$ cat config.mk
export PLATFORM = sky130hd
export DESIGN_NAME = instr_encoder_flat
export DESIGN_NICKNAME = d
export VERILOG_FILES = /design/src/rtl/instr_enc_pkg.sv /design/src/rtl/instr_encoder_if.sv /design/src/rtl/instr_field_pack.sv /design/src/rtl/instr_encoder.sv /design/src/flat_wrapper.sv
export SDC_FILE = /design/constraint.sdc
export NUM_CORES = 1
export LEC_CHECK = 0
export CAP_MARGIN = 20
export CORE_MARGIN = 3
export CORE_UTILIZATION = 60
export CTS_BUF_LIST = sky130_fd_sc_hd__clkbuf_4 sky130_fd_sc_hd__clkbuf_8
export CTS_CLUSTER_SIZE = 8
export DETAILED_ROUTE_END_ITERATION = 6
export DONT_BUFFER_PORTS = 1
export GPL_TIMING_DRIVEN = 0
export HOLD_SLACK_MARGIN = 0.12
export PLACE_DENSITY_LB_ADDON = 0.3
export SETUP_SLACK_MARGIN = 0.5
export SYNTH_ARGS = -nofsm -noshare
export SYNTH_HDL_FRONTEND = slang
export SYNTH_SLANG_ARGS = --single-unit
$ cat constraint.sdc
create_clock -name Clk -period 5 [get_ports Clk]
set_input_delay 1 -clock Clk [delete_from_list [all_inputs] [get_ports Clk]]
set_output_delay 1 -clock Clk [all_outputs]
set_load 0.03 [all_outputs]
$ cat src/rtl/instr_enc_pkg.sv
// Shared constants for the instruction encoder: mnemonic codes, opcodes, field positions, FSM states.
// Build with ENC_R0_CHECK_EN defined to reject records that write register 0.
package instr_enc_pkg;

    typedef enum logic [3:0] {
        OP_ALU  = 4'd0,
        OP_LW   = 4'd1,
        OP_LB   = 4'd2,
        OP_SW   = 4'd3,
        OP_B    = 4'd4,
        OP_BEQ  = 4'd5,
        OP_BNE  = 4'd6,
        OP_LI   = 4'd7,
        OP_ADDI = 4'd8,
        OP_ANDI = 4'd9,
        OP_ORI  = 4'd10
    } in_op_e;

    localparam logic [5:0] OPC_ALU  = 6'b100000;
    localparam logic [5:0] OPC_LW   = 6'b001111;
    localparam logic [5:0] OPC_LB   = 6'b000011;
    localparam logic [5:0] OPC_SW   = 6'b011111;
    localparam logic [5:0] OPC_B    = 6'b111111;
    localparam logic [5:0] OPC_BEQ  = 6'b000000;
    localparam logic [5:0] OPC_BNE  = 6'b000001;
    localparam logic [5:0] OPC_LI   = 6'b111000;
    localparam logic [5:0] OPC_ADDI = 6'b110000;
    localparam logic [5:0] OPC_ANDI = 6'b110010;
    localparam logic [5:0] OPC_ORI  = 6'b110011;

    localparam int OPC_LSB  = 26;
    localparam int RS_LSB   = 21;
    localparam int RD_LSB   = 16;
    localparam int RT_LSB   = 11;
    localparam int FUNC_LSB = 0;
    localparam int IMM_LSB  = 0;

    typedef enum logic [1:0] {
        ST_IDLE = 2'd0,
        ST_RUN  = 2'd1,
        ST_ERR  = 2'd2
    } enc_state_e;

    // Mnemonics whose Rd field names a destination register
    function automatic logic writes_rd(input logic [3:0] op);
        logic w;
        case (op)
            OP_ALU, OP_LW, OP_LB, OP_LI, OP_ADDI, OP_ANDI, OP_ORI: w = 1'b1;
            default: w = 1'b0;
        endcase
        return w;
    endfunction

endpackage

$ cat src/rtl/instr_encoder_if.sv
// Record-in / encoded-word-out handshake bundle of the instruction encoder.
interface instr_encoder_if;

    logic        In_Valid;
    logic        In_Ready;
    logic [3:0]  In_Op;
    logic [4:0]  In_Rs;
    logic [4:0]  In_Rd;
    logic [4:0]  In_Rt;
    logic [15:0] In_Imm;
    logic [3:0]  In_Func;
    logic        Out_Valid;
    logic        Out_Ready;
    logic [31:0] Out_Instr;
    logic [31:0] Out_Addr;

    modport master (
        output In_Valid, In_Op, In_Rs, In_Rd, In_Rt, In_Imm, In_Func, Out_Ready,
        input  In_Ready, Out_Valid, Out_Instr, Out_Addr
    );

    modport slave (
        input  In_Valid, In_Op, In_Rs, In_Rd, In_Rt, In_Imm, In_Func, Out_Ready,
        output In_Ready, Out_Valid, Out_Instr, Out_Addr
    );

endinterface

$ cat src/rtl/instr_field_pack.sv
// Combinational mnemonic-to-word mapping; flags records that cannot be encoded.
// With ENC_R0_CHECK_EN defined, a register-0 destination is also flagged.
module instr_field_pack
    import instr_enc_pkg::*;
(
    input  logic [3:0]  op,
    input  logic [4:0]  rs,
    input  logic [4:0]  rd,
    input  logic [4:0]  rt,
    input  logic [15:0] imm,
    input  logic [3:0]  func,
    output logic [31:0] instr,
    output logic        illegal
);

    logic [5:0]  opc_s;
    logic [4:0]  rs_s;
    logic [4:0]  rd_s;
    logic [15:0] lo_s;
    logic        bad_s;

    // Select opcode and mask fields the mnemonic does not use
    always_comb begin
        opc_s = 6'd0;
        rs_s  = rs;
        rd_s  = rd;
        lo_s  = imm;
        bad_s = 1'b0;
        case (op)
            OP_ALU: begin
                opc_s = OPC_ALU;
                lo_s  = 16'd0;
                lo_s[RT_LSB +: 5]   = rt;
                lo_s[FUNC_LSB +: 4] = func;
            end
            OP_LW:   opc_s = OPC_LW;
            OP_LB:   opc_s = OPC_LB;
            OP_SW:   opc_s = OPC_SW;
            OP_B: begin
                opc_s = OPC_B;
                rs_s  = 5'd0;
                rd_s  = 5'd0;
            end
            OP_BEQ:  opc_s = OPC_BEQ;
            OP_BNE:  opc_s = OPC_BNE;
            OP_LI: begin
                opc_s = OPC_LI;
                rs_s  = 5'd0;
            end
            OP_ADDI: opc_s = OPC_ADDI;
            OP_ANDI: opc_s = OPC_ANDI;
            OP_ORI:  opc_s = OPC_ORI;
            default: begin
                rs_s  = 5'd0;
                rd_s  = 5'd0;
                lo_s  = 16'd0;
                bad_s = 1'b1;
            end
        endcase
    end

    // Assemble the word from the package field positions
    always_comb begin
        instr = 32'd0;
        instr[OPC_LSB +: 6]  = opc_s;
        instr[RS_LSB +: 5]   = rs_s;
        instr[RD_LSB +: 5]   = rd_s;
        instr[IMM_LSB +: 16] = lo_s;
    end

`ifdef ENC_R0_CHECK_EN
    assign illegal = bad_s | (writes_rd(op) & (rd == 5'd0));
`else
    assign illegal = bad_s;
`endif

endmodule

$ cat src/rtl/instr_encoder.sv
// Instruction encoder: FSM, address counter, word counter and one-entry output register.
// Register-0 destination checking is enabled by defining ENC_R0_CHECK_EN.
module instr_encoder
    import instr_enc_pkg::*;
(
    input  logic        Clk,
    input  logic        Reset_n,
    input  logic        Base_Ld,
    input  logic [31:0] Base_Addr,
    input  logic        Err_Clr,
    output logic        Err,
    output logic [15:0] Count,
    instr_encoder_if.slave bus
);

    enc_state_e  state_r;
    enc_state_e  state_s;
    logic [31:0] addr_r;
    logic        out_valid_r;
    logic [31:0] out_instr_r;
    logic [31:0] out_addr_r;
    logic        err_r;
    logic [15:0] count_r;

    logic [31:0] packed_s;
    logic        illegal_s;
    logic        in_ready_s;
    logic        in_fire_s;
    logic        accept_s;
    logic        flag_s;
    logic        load_s;
    logic        out_fire_s;
    logic [31:0] base_s;

    instr_field_pack u_pack (
        .op      (bus.In_Op),
        .rs      (bus.In_Rs),
        .rd      (bus.In_Rd),
        .rt      (bus.In_Rt),
        .imm     (bus.In_Imm),
        .func    (bus.In_Func),
        .instr   (packed_s),
        .illegal (illegal_s)
    );

    // Reset_n gates In_Ready so nothing is accepted while reset is held
    assign in_ready_s = Reset_n && (state_r != ST_ERR) && (!out_valid_r || bus.Out_Ready);
    assign in_fire_s  = bus.In_Valid && in_ready_s;
    assign accept_s   = in_fire_s && !illegal_s;
    assign flag_s     = in_fire_s && illegal_s && !Err_Clr;
    assign load_s     = Base_Ld && (state_r == ST_IDLE);
    assign out_fire_s = out_valid_r && bus.Out_Ready;
    assign base_s     = load_s ? Base_Addr : addr_r;

    // Next-state logic
    always_comb begin
        state_s = state_r;
        case (state_r)
            ST_IDLE: begin
                if (flag_s)        state_s = ST_ERR;
                else if (accept_s) state_s = ST_RUN;
                else               state_s = ST_IDLE;
            end
            ST_RUN: begin
                if (flag_s)                        state_s = ST_ERR;
                else if (Base_Ld && !out_valid_r)  state_s = ST_IDLE;
                else                               state_s = ST_RUN;
            end
            ST_ERR: begin
                if (Err_Clr) state_s = ST_IDLE;
                else         state_s = ST_ERR;
            end
            default: state_s = ST_IDLE;
        endcase
    end

    // State register
    always_ff @(posedge Clk or negedge Reset_n) begin
        if (!Reset_n) state_r <= ST_IDLE;
        else          state_r <= state_s;
    end

    // Address counter; 32-bit add wraps 0xFFFFFFFC to 0
    always_ff @(posedge Clk or negedge Reset_n) begin
        if (!Reset_n)      addr_r <= 32'd0;
        else if (accept_s) addr_r <= base_s + 32'd4;
        else if (load_s)   addr_r <= Base_Addr;
        else               addr_r <= addr_r;
    end

    // Output pipeline register, held while the writer stalls
    always_ff @(posedge Clk or negedge Reset_n) begin
        if (!Reset_n) begin
            out_valid_r <= 1'b0;
            out_instr_r <= 32'd0;
            out_addr_r  <= 32'd0;
        end else if (accept_s) begin
            out_valid_r <= 1'b1;
            out_instr_r <= packed_s;
            out_addr_r  <= base_s;
        end else if (out_fire_s) begin
            out_valid_r <= 1'b0;
        end else begin
            out_valid_r <= out_valid_r;
        end
    end

    // Sticky error flag; clear wins over a simultaneous illegal record
    always_ff @(posedge Clk or negedge Reset_n) begin
        if (!Reset_n)     err_r <= 1'b0;
        else if (Err_Clr) err_r <= 1'b0;
        else if (flag_s)  err_r <= 1'b1;
        else              err_r <= err_r;
    end

    // Saturating count of words handed to the writer
    always_ff @(posedge Clk or negedge Reset_n) begin
        if (!Reset_n)                                count_r <= 16'd0;
        else if (load_s)                             count_r <= 16'd0;
        else if (out_fire_s && count_r != 16'hFFFF)  count_r <= count_r + 16'd1;
        else                                         count_r <= count_r;
    end

    assign bus.In_Ready  = in_ready_s;
    assign bus.Out_Valid = out_valid_r;
    assign bus.Out_Instr = out_instr_r;
    assign bus.Out_Addr  = out_addr_r;
    assign Err           = err_r;
    assign Count         = count_r;

endmodule

$ cat src/flat_wrapper.sv
// flat-port wrapper written by rule: the top's interface ports become plain ports
module instr_encoder_flat import instr_enc_pkg::*;
  (Clk, Reset_n, Base_Ld, Base_Addr, Err_Clr, Err, Count, bus_In_Valid, bus_In_Op, bus_In_Rs, bus_In_Rd, bus_In_Rt, bus_In_Imm, bus_In_Func, bus_Out_Ready, bus_In_Ready, bus_Out_Valid, bus_Out_Instr, bus_Out_Addr);
  instr_encoder_if bus_i ();
  input  logic Clk;
  input  logic Reset_n;
  input  logic Base_Ld;
  input  logic [31:0] Base_Addr;
  input  logic Err_Clr;
  output logic Err;
  output logic [15:0] Count;
  input wire logic [$bits(bus_i.In_Valid)-1:0] bus_In_Valid;
  input wire logic [$bits(bus_i.In_Op)-1:0] bus_In_Op;
  input wire logic [$bits(bus_i.In_Rs)-1:0] bus_In_Rs;
  input wire logic [$bits(bus_i.In_Rd)-1:0] bus_In_Rd;
  input wire logic [$bits(bus_i.In_Rt)-1:0] bus_In_Rt;
  input wire logic [$bits(bus_i.In_Imm)-1:0] bus_In_Imm;
  input wire logic [$bits(bus_i.In_Func)-1:0] bus_In_Func;
  input wire logic [$bits(bus_i.Out_Ready)-1:0] bus_Out_Ready;
  output wire logic [$bits(bus_i.In_Ready)-1:0] bus_In_Ready;
  output wire logic [$bits(bus_i.Out_Valid)-1:0] bus_Out_Valid;
  output wire logic [$bits(bus_i.Out_Instr)-1:0] bus_Out_Instr;
  output wire logic [$bits(bus_i.Out_Addr)-1:0] bus_Out_Addr;
  assign bus_i.In_Valid = bus_In_Valid;
  assign bus_i.In_Op = bus_In_Op;
  assign bus_i.In_Rs = bus_In_Rs;
  assign bus_i.In_Rd = bus_In_Rd;
  assign bus_i.In_Rt = bus_In_Rt;
  assign bus_i.In_Imm = bus_In_Imm;
  assign bus_i.In_Func = bus_In_Func;
  assign bus_i.Out_Ready = bus_Out_Ready;
  assign bus_In_Ready = bus_i.In_Ready;
  assign bus_Out_Valid = bus_i.Out_Valid;
  assign bus_Out_Instr = bus_i.Out_Instr;
  assign bus_Out_Addr = bus_i.Out_Addr;
  instr_encoder u_core (.Clk(Clk), .Reset_n(Reset_n), .Base_Ld(Base_Ld), .Base_Addr(Base_Addr), .Err_Clr(Err_Clr), .Err(Err), .Count(Count), .bus(bus_i));
endmodule
==> results.json, run 1 <==
{
  "crit_type": "in -> reg",
  "synth-xor-area-share": 0.0633,
  "p_leak_nw": 2.78,
  "setup_violations": 0,
  "coreArea_mm2": 0.00933,
  "rsz0062_at_grt": "no",
  "clockBufferDepth": 2,
  "hp-class": "in -> async",
  "post_cts_buffers": 0,
  "start_kind": "input pin",
  "worstMarginPinSlew_ns": 0.733,
  "r2r_slack_ns": 1.21,
  "fillers": 745,
  "grt_pass1_vias": 4968,
  "fp.dieW_um": 104,
  "worst_setup_hold_path_clk_slew_ns": 0.08,
  "drtIter0Drc": 310,
  "grt_pass1_wl_um": 24600,
  "grt_antenna_before_repair": 0,
  "synth_area_leaders": "dfrtp_1 (50%), mux2i_1 (7.2%), nand2_1 (6.9%), o21ai_0 (6.3%), xnor2_1 (3.5%)",
  "synth_top_cell_by_area": "dfrtp_1",
  "place.gp.congestion": 0.872,
  "ctsResizeCount": 0,
  "synth_cells": 608,
  "ys.flop_type": "dfrtp_1",
  "dp_hpwl_um": 10700,
  "cts.sinks": 116,
  "drt-vias-per-instance": 6.16,
  "setup.worst_path.end_class": "flop",
  "num_rows": 35,
  "nets": 706,
  "fmax_ghz": 0.256,
  "cts_tree": "done",
  "fin_crit_ns": 3.90,
  "wirelength_um": 14900,
  "first_pass_iters": 6,
  "cp_max_fo": 10,
  "finalClockSkew_ns": 0.0150,
  "r2r_end": "u_core.addr_r[24]$_DFF_PN0_",
  "initial_core_util": 0.623,
  "finalHoldViolations": 0,
  "synth_adder_area_share": 0.00431,
  "synth.most_common_cell": "dfrtp_1",
  "synth_edf_count": 0,
  "insertion_delay_ns": 0.43,
  "vias": 4739,
  "yosysWarnings": 0,
  "drive_gt1_frac": 0.0891,
  "ant_nets": 0,
  "routedWlPerCell_um": 19.3,
  "cap_viol_max_count": 0,
  "grt.overflow.total": 0,
  "async_flop_share": 1.00,
  "h-tree-depth": 4,
  "synth-simple-area-share": 0.200,
  "ys_top_cells_by_count": "dfrtp_1 (116), nand2_1 (107), o21ai_0 (73)",
  "power_w": 0.00300,
  "grt_max_degree": 120,
  "synth-compound-area-share": 0.120,
  "drc": 0,
  "synthMuxAreaShare": 0.0840,
  "reg2reg_from": "u_core.state_r[1]$_DFF_PN0_",
  "syn-num-nets": 687,
  "synthToLayoutAreaGrowth_pct": 10.4,
  "avgSynthCellArea_um2": 9.56,
  "fin_setup_tns_ns": 0,
  "diodes": 0,
  "synth_top_family_by_area": "simple AND/OR/NAND/NOR gates",
  "cp.arrival_ns": 4.21,
  "hold_ws_ns": 0.266,
  "ys_ff_latch": 116,
  "powerDensity_mw_per_mm2": 468,
  "dieArea_mm2": 0.0109,
  "fin_util": 0.688,
  "fin_crit_sh": 0.781,
  "drv_slew": 0,
  "status": "finished clean",
  "io_buffer_count": 0,
  "reg2reg_depth": 11,
  "hold_buffers": 0,
  "cts_buffers": 17,
  "max_slew_margin": 0.511,
  "irDropWorstVdd_mv": 0.289,
  "die_y_um": 104,
  "required_ns": 5.31,
  "synth_top_area_share": 0.500,
  "cts_root_buf": "clkbuf_8",
  "synth_area_mm2": 0.00581,
  "yosysSeqAreaShare": 0.500,
  "ys_types": 54,
  "ios": 160,
  "grt_usage": 0.281
}
-- through the flow --
step | area (um^2) | std cells | setup slack, ns
2_1_floorplan | 5810 | 608 | 1.52
3_3_place_gp | 5970 | 737 | 0.822
3_5_place_dp | 5970 | 737 | 0.794
4_1_cts | 6410 | 769 | 1.21
5_1_grt | 6410 | 769 | 0.987
6_report | 6410 | 769 | 1.10
-- metal layers --
metal	wire, um	up-vias	track usage
met5	0	-	0
met2	7260	257	0.464
met3	1680	21	0.116
met1	5710	2305	0.331
met4	222	0	0.0988
li1	-	2156	-
-- flip-flops by register name, indices dropped and copies added, names as in the netlist --
name	cells
u_core.state_r	2
u_core.addr_r	32
u_core.bus.Out_Addr	32
u_core.Count	16
u_core.Err	1
u_core.bus.Out_Instr	32
u_core.bus.Out_Valid	1
-- worst max path at each step --
stage	from	end	slack, ns	cells past startpoint
2_1_floorplan	Base_Ld	u_core.addr_r[30]$_DFF_PN0_	1.52	11
3_3_place_gp	Base_Ld	u_core.addr_r[28]$_DFF_PN0_	0.82	11
3_5_place_dp	Base_Ld	u_core.addr_r[28]$_DFF_PN0_	0.79	11
4_1_cts	Base_Ld	u_core.addr_r[24]$_DFF_PN0_	1.21	11
5_1_grt	Base_Ld	u_core.addr_r[24]$_DFF_PN0_	0.99	11
6_report	Base_Ld	u_core.addr_r[24]$_DFF_PN0_	1.10	11
-- layout by cell type, fill, tap and decap left out, types with 4 or more instances in the layout --
cell and instances:
and4_1 4, xnor2_1 23, mux2_2 6, dfrtp_1 116, bufinv_16 4, nand3_1 36
a21oi_1 15, and3_1 11, buf_2 9, clkbuf_8 17, xor2_1 19, nor2b_1 4
clkinv_4 7, nor2_1 37, nand2_1 107, mux2i_1 42, nand2b_1 4, a31oi_1 4
inv_1 7, o21ai_0 73, nor3_1 10, or3_1 5, nand4_1 9, clkbuf_1 19
-- logic make-up after synthesis --
kind of cell / Yosys count
AND/OR/NAND/NOR: 244
AO/OA/AOI/OAI: 117
flip-flops: 116
multiplexers: 48
XOR/XNOR: 42
buffers and inverters: 39
adder cells (fa/ha/maj): 2
-- report_power, final --
group	switching, W	internal (W)
clock	0.000412	0.000548
sequential	0.000463	0.00114
combinational	0.000254	0.000184
total	0.00113	0.00187
-- final cells by class --
cell class	count	area (um^2)	share of cell area
Buffer	32	139	0.0217
Clock buffer	17	234	0.0365
Clock inverter	15	208	0.0324
Inverter	7	26.3	0.00410
Multi-Input combinational cell	453	2740	0.428
Sequential cell	116	2900	0.453
Tap cell	129	161	0.0252
-- worst max-delay path, stage by stage --
cell and delay [ns]:
nor3b_2 0.42, buf_2 0.34, buf_2 0.31, buf_2 0.37, mux2i_1 0.18, inv_1 0.09, ha_1 0.24, o2111ai_4 0.25
nor4_2 0.65, nand2_1 0.16, xor2_1 0.18
No activity file was read; power rests on OpenSTA's default activity.
==> inputs of run 2 (changes only) <==
==> constraint.sdc (replaced) <==
create_clock -name Clk -period 3.2 [get_ports Clk]
set_input_delay 0.64 -clock Clk [delete_from_list [all_inputs] [get_ports Clk]]
set_output_delay 0.64 -clock Clk [all_outputs]
set_load 0.03 [all_outputs]
==> results.json, run 2 (synthesized netlist as in run 1, its figures left out) <==
{
  "crit_type": "reg -> reg",
  "wl_met1_um": 5930,
  "finalClockSkew_ns": 0.0138,
  "initial_core_util": 0.623,
  "setup_violations": 0,
  "dp_hpwl_um": 10600,
  "grt_pass1_vias": 4768,
  "fillers": 718,
  "cp_max_fo": 10,
  "start_kind": "flop",
  "wl_met2_um": 7130,
  "cp_slowest_cell": "or4_4",
  "highest_layer": "met4",
  "fp.dieW_um": 104,
  "hp-class": "in -> async",
  "dr_wl_met3_um": 1570,
  "cp.arrival_ns": 2.94,
  "vias": 4749,
  "synthToLayoutAreaGrowth_pct": 13.6,
  "drtIter0Drc": 324,
  "layout_setup_ws_ns": 0.614,
  "powerDensity_mw_per_mm2": 711,
  "violations": "hold timing",
  "drv_slew": 0,
  "cts.sinks": 116,
  "rsz0062_at_grt": "no",
  "setup.worst_path.end_class": "flop",
  "cts_root_buf": "clkbuf_8",
  "worst_setup_hold_path_clk_slew_ns": 0.08,
  "cts_buffers": 17,
  "fmax_ghz": 0.387,
  "grt_max_degree": 120,
  "wirelength_um": 14900,
  "routedWlPerCell_um": 19.0,
  "first_pass_iters": 5,
  "worst_path_most_repeated_cell": "buf_12",
  "irDropWorstVdd_mv": 0.443,
  "drt-vias-per-instance": 6.07,
  "grt_antenna_before_repair": 0,
  "h-tree-depth": 4,
  "cap_viol_max_count": 0,
  "power_w": 0.00469,
  "drc": 0,
  "finalHoldViolations": 116,
  "clockBufferDepth": 2,
  "io_buffer_count": 0,
  "fin_crit_ns": 2.59,
  "post-place-cells": 737,
  "path_cells": "nor3b_4 -> buf_6 -> buf_12 -> buf_12 -> mux2i_1 -> inv_1 -> ha_4 -> o2111ai_4 -> or4_4 -> nor3b_2 -> xnor2_1",
  "ant_nets": 0,
  "worstMarginPinSlew_ns": 0.851,
  "num_rows": 35,
  "layout_commonest_cell": "dfrtp_1",
  "grt_usage": 0.278,
  "dp_worst_setup_slack_ns": 0.000371,
  "grt_pass1_wl_um": 24200,
  "nets": 720,
  "most-common-layout-cells": "dfrtp_1 (115), nand2_1 (107), o21ai_0 (73)",
  "diodes": 0,
  "dieArea_mm2": 0.0109,
  "status": "finished, violations left",
  "insertion_delay_ns": 0.43,
  "drive_gt1_frac": 0.122,
  "fin_util": 0.708,
  "grt.overflow.total": 0,
  "ios": 160,
  "max_slew_margin": 0.416,
  "hold_ws_ns": -0.0981,
  "place.gp.congestion": 0.836,
  "required_ns": 3.55,
  "p_leak_nw": 2.87,
  "cts_tree": "done",
  "slowest_delay_ns": 0.53,
  "final_cells": 783,
  "die_y_um": 104,
  "fin_crit_sh": 0.808,
  "coreArea_mm2": 0.00933
}
## run 2: metal layers
layer / track usage / up-vias
met3: 0.105 / 26
met5: 0 / -
met4: 0.0874 / 0
met2: 0.446 / 248
li1: - / 2185
met1: 0.350 / 2290
## run 2: path summary, 6_finish.rpt
kind / startpoint / end / slack, ns / cells after the start
min in group Clk: Err_Clr / u_core.Err$_DFFE_PN0P_ / 0.31 / 1
setup reg to reg: u_core.state_r[1]$_DFF_PN0_ / u_core.addr_r[30]$_DFF_PN0_ / 0.61 / 11
hold reg to reg: u_core.addr_r[0]$_DFF_PN0_ / u_core.addr_r[0]$_DFF_PN0_ / 0.48 / 2
max in group asynchronous: Reset_n / u_core.addr_r[13]$_DFF_PN0_ / 3.12 / 0
setup / recovery: u_core.state_r[1]$_DFF_PN0_ / u_core.addr_r[30]$_DFF_PN0_ / 0.61 / 11
hold / removal: Reset_n / u_core.Count[9]$_DFFE_PN0P_ / -0.1 / 0
## run 2: layout make-up
class / instances / area (um^2) / area share
inverter: 7 / 26.3 / 0.00398
multi-input combinational: 453 / 2790 / 0.422
timing repair buffer: 14 / 118 / 0.0178
clock inverter: 14 / 179 / 0.0271
sequential: 116 / 2900 / 0.440
buffer: 32 / 180 / 0.0273
tap: 129 / 161 / 0.0244
clock buffer: 18 / 248 / 0.0375
## run 2: worst max-delay path: cells and delay by family (launching register included)
kind,cells,cell delay [ns]
XOR/XNOR,1,0.13
AO/OA/AOI/OAI,1,0.17
flip-flops,1,0.44
buffers and inverters,4,0.49
AND/OR/NAND/NOR,3,1.02
multiplexers,1,0.10
adder cells (fa/ha/maj),1,0.15
## run 2: report_power, final
group	leakage (nW)	internal, W	switching [W]	total, W
Clock	0.205	0.000798	0.000647	0.00145
Combinational	1.21	0.000331	0.000413	0.000744
Sequential	1.45	0.00178	0.000722	0.00251
## run 2: timing repair
action                                  in CTS  in global routing
endpoints found under the setup margin       9                 35
resized for setup                            1                 14
hold endpoints to repair                   116                116
pin swaps                                    1                  5
setup buffers                                7                  7
## run 2: metrics by stage
step                       TNS, ns  area (um^2)
final                            0         6600
after global routing             0         6600
after CTS                        0         6490
after detailed placement         0         6000
after global placement    -0.00871         6000
after floorplan                  0         5840
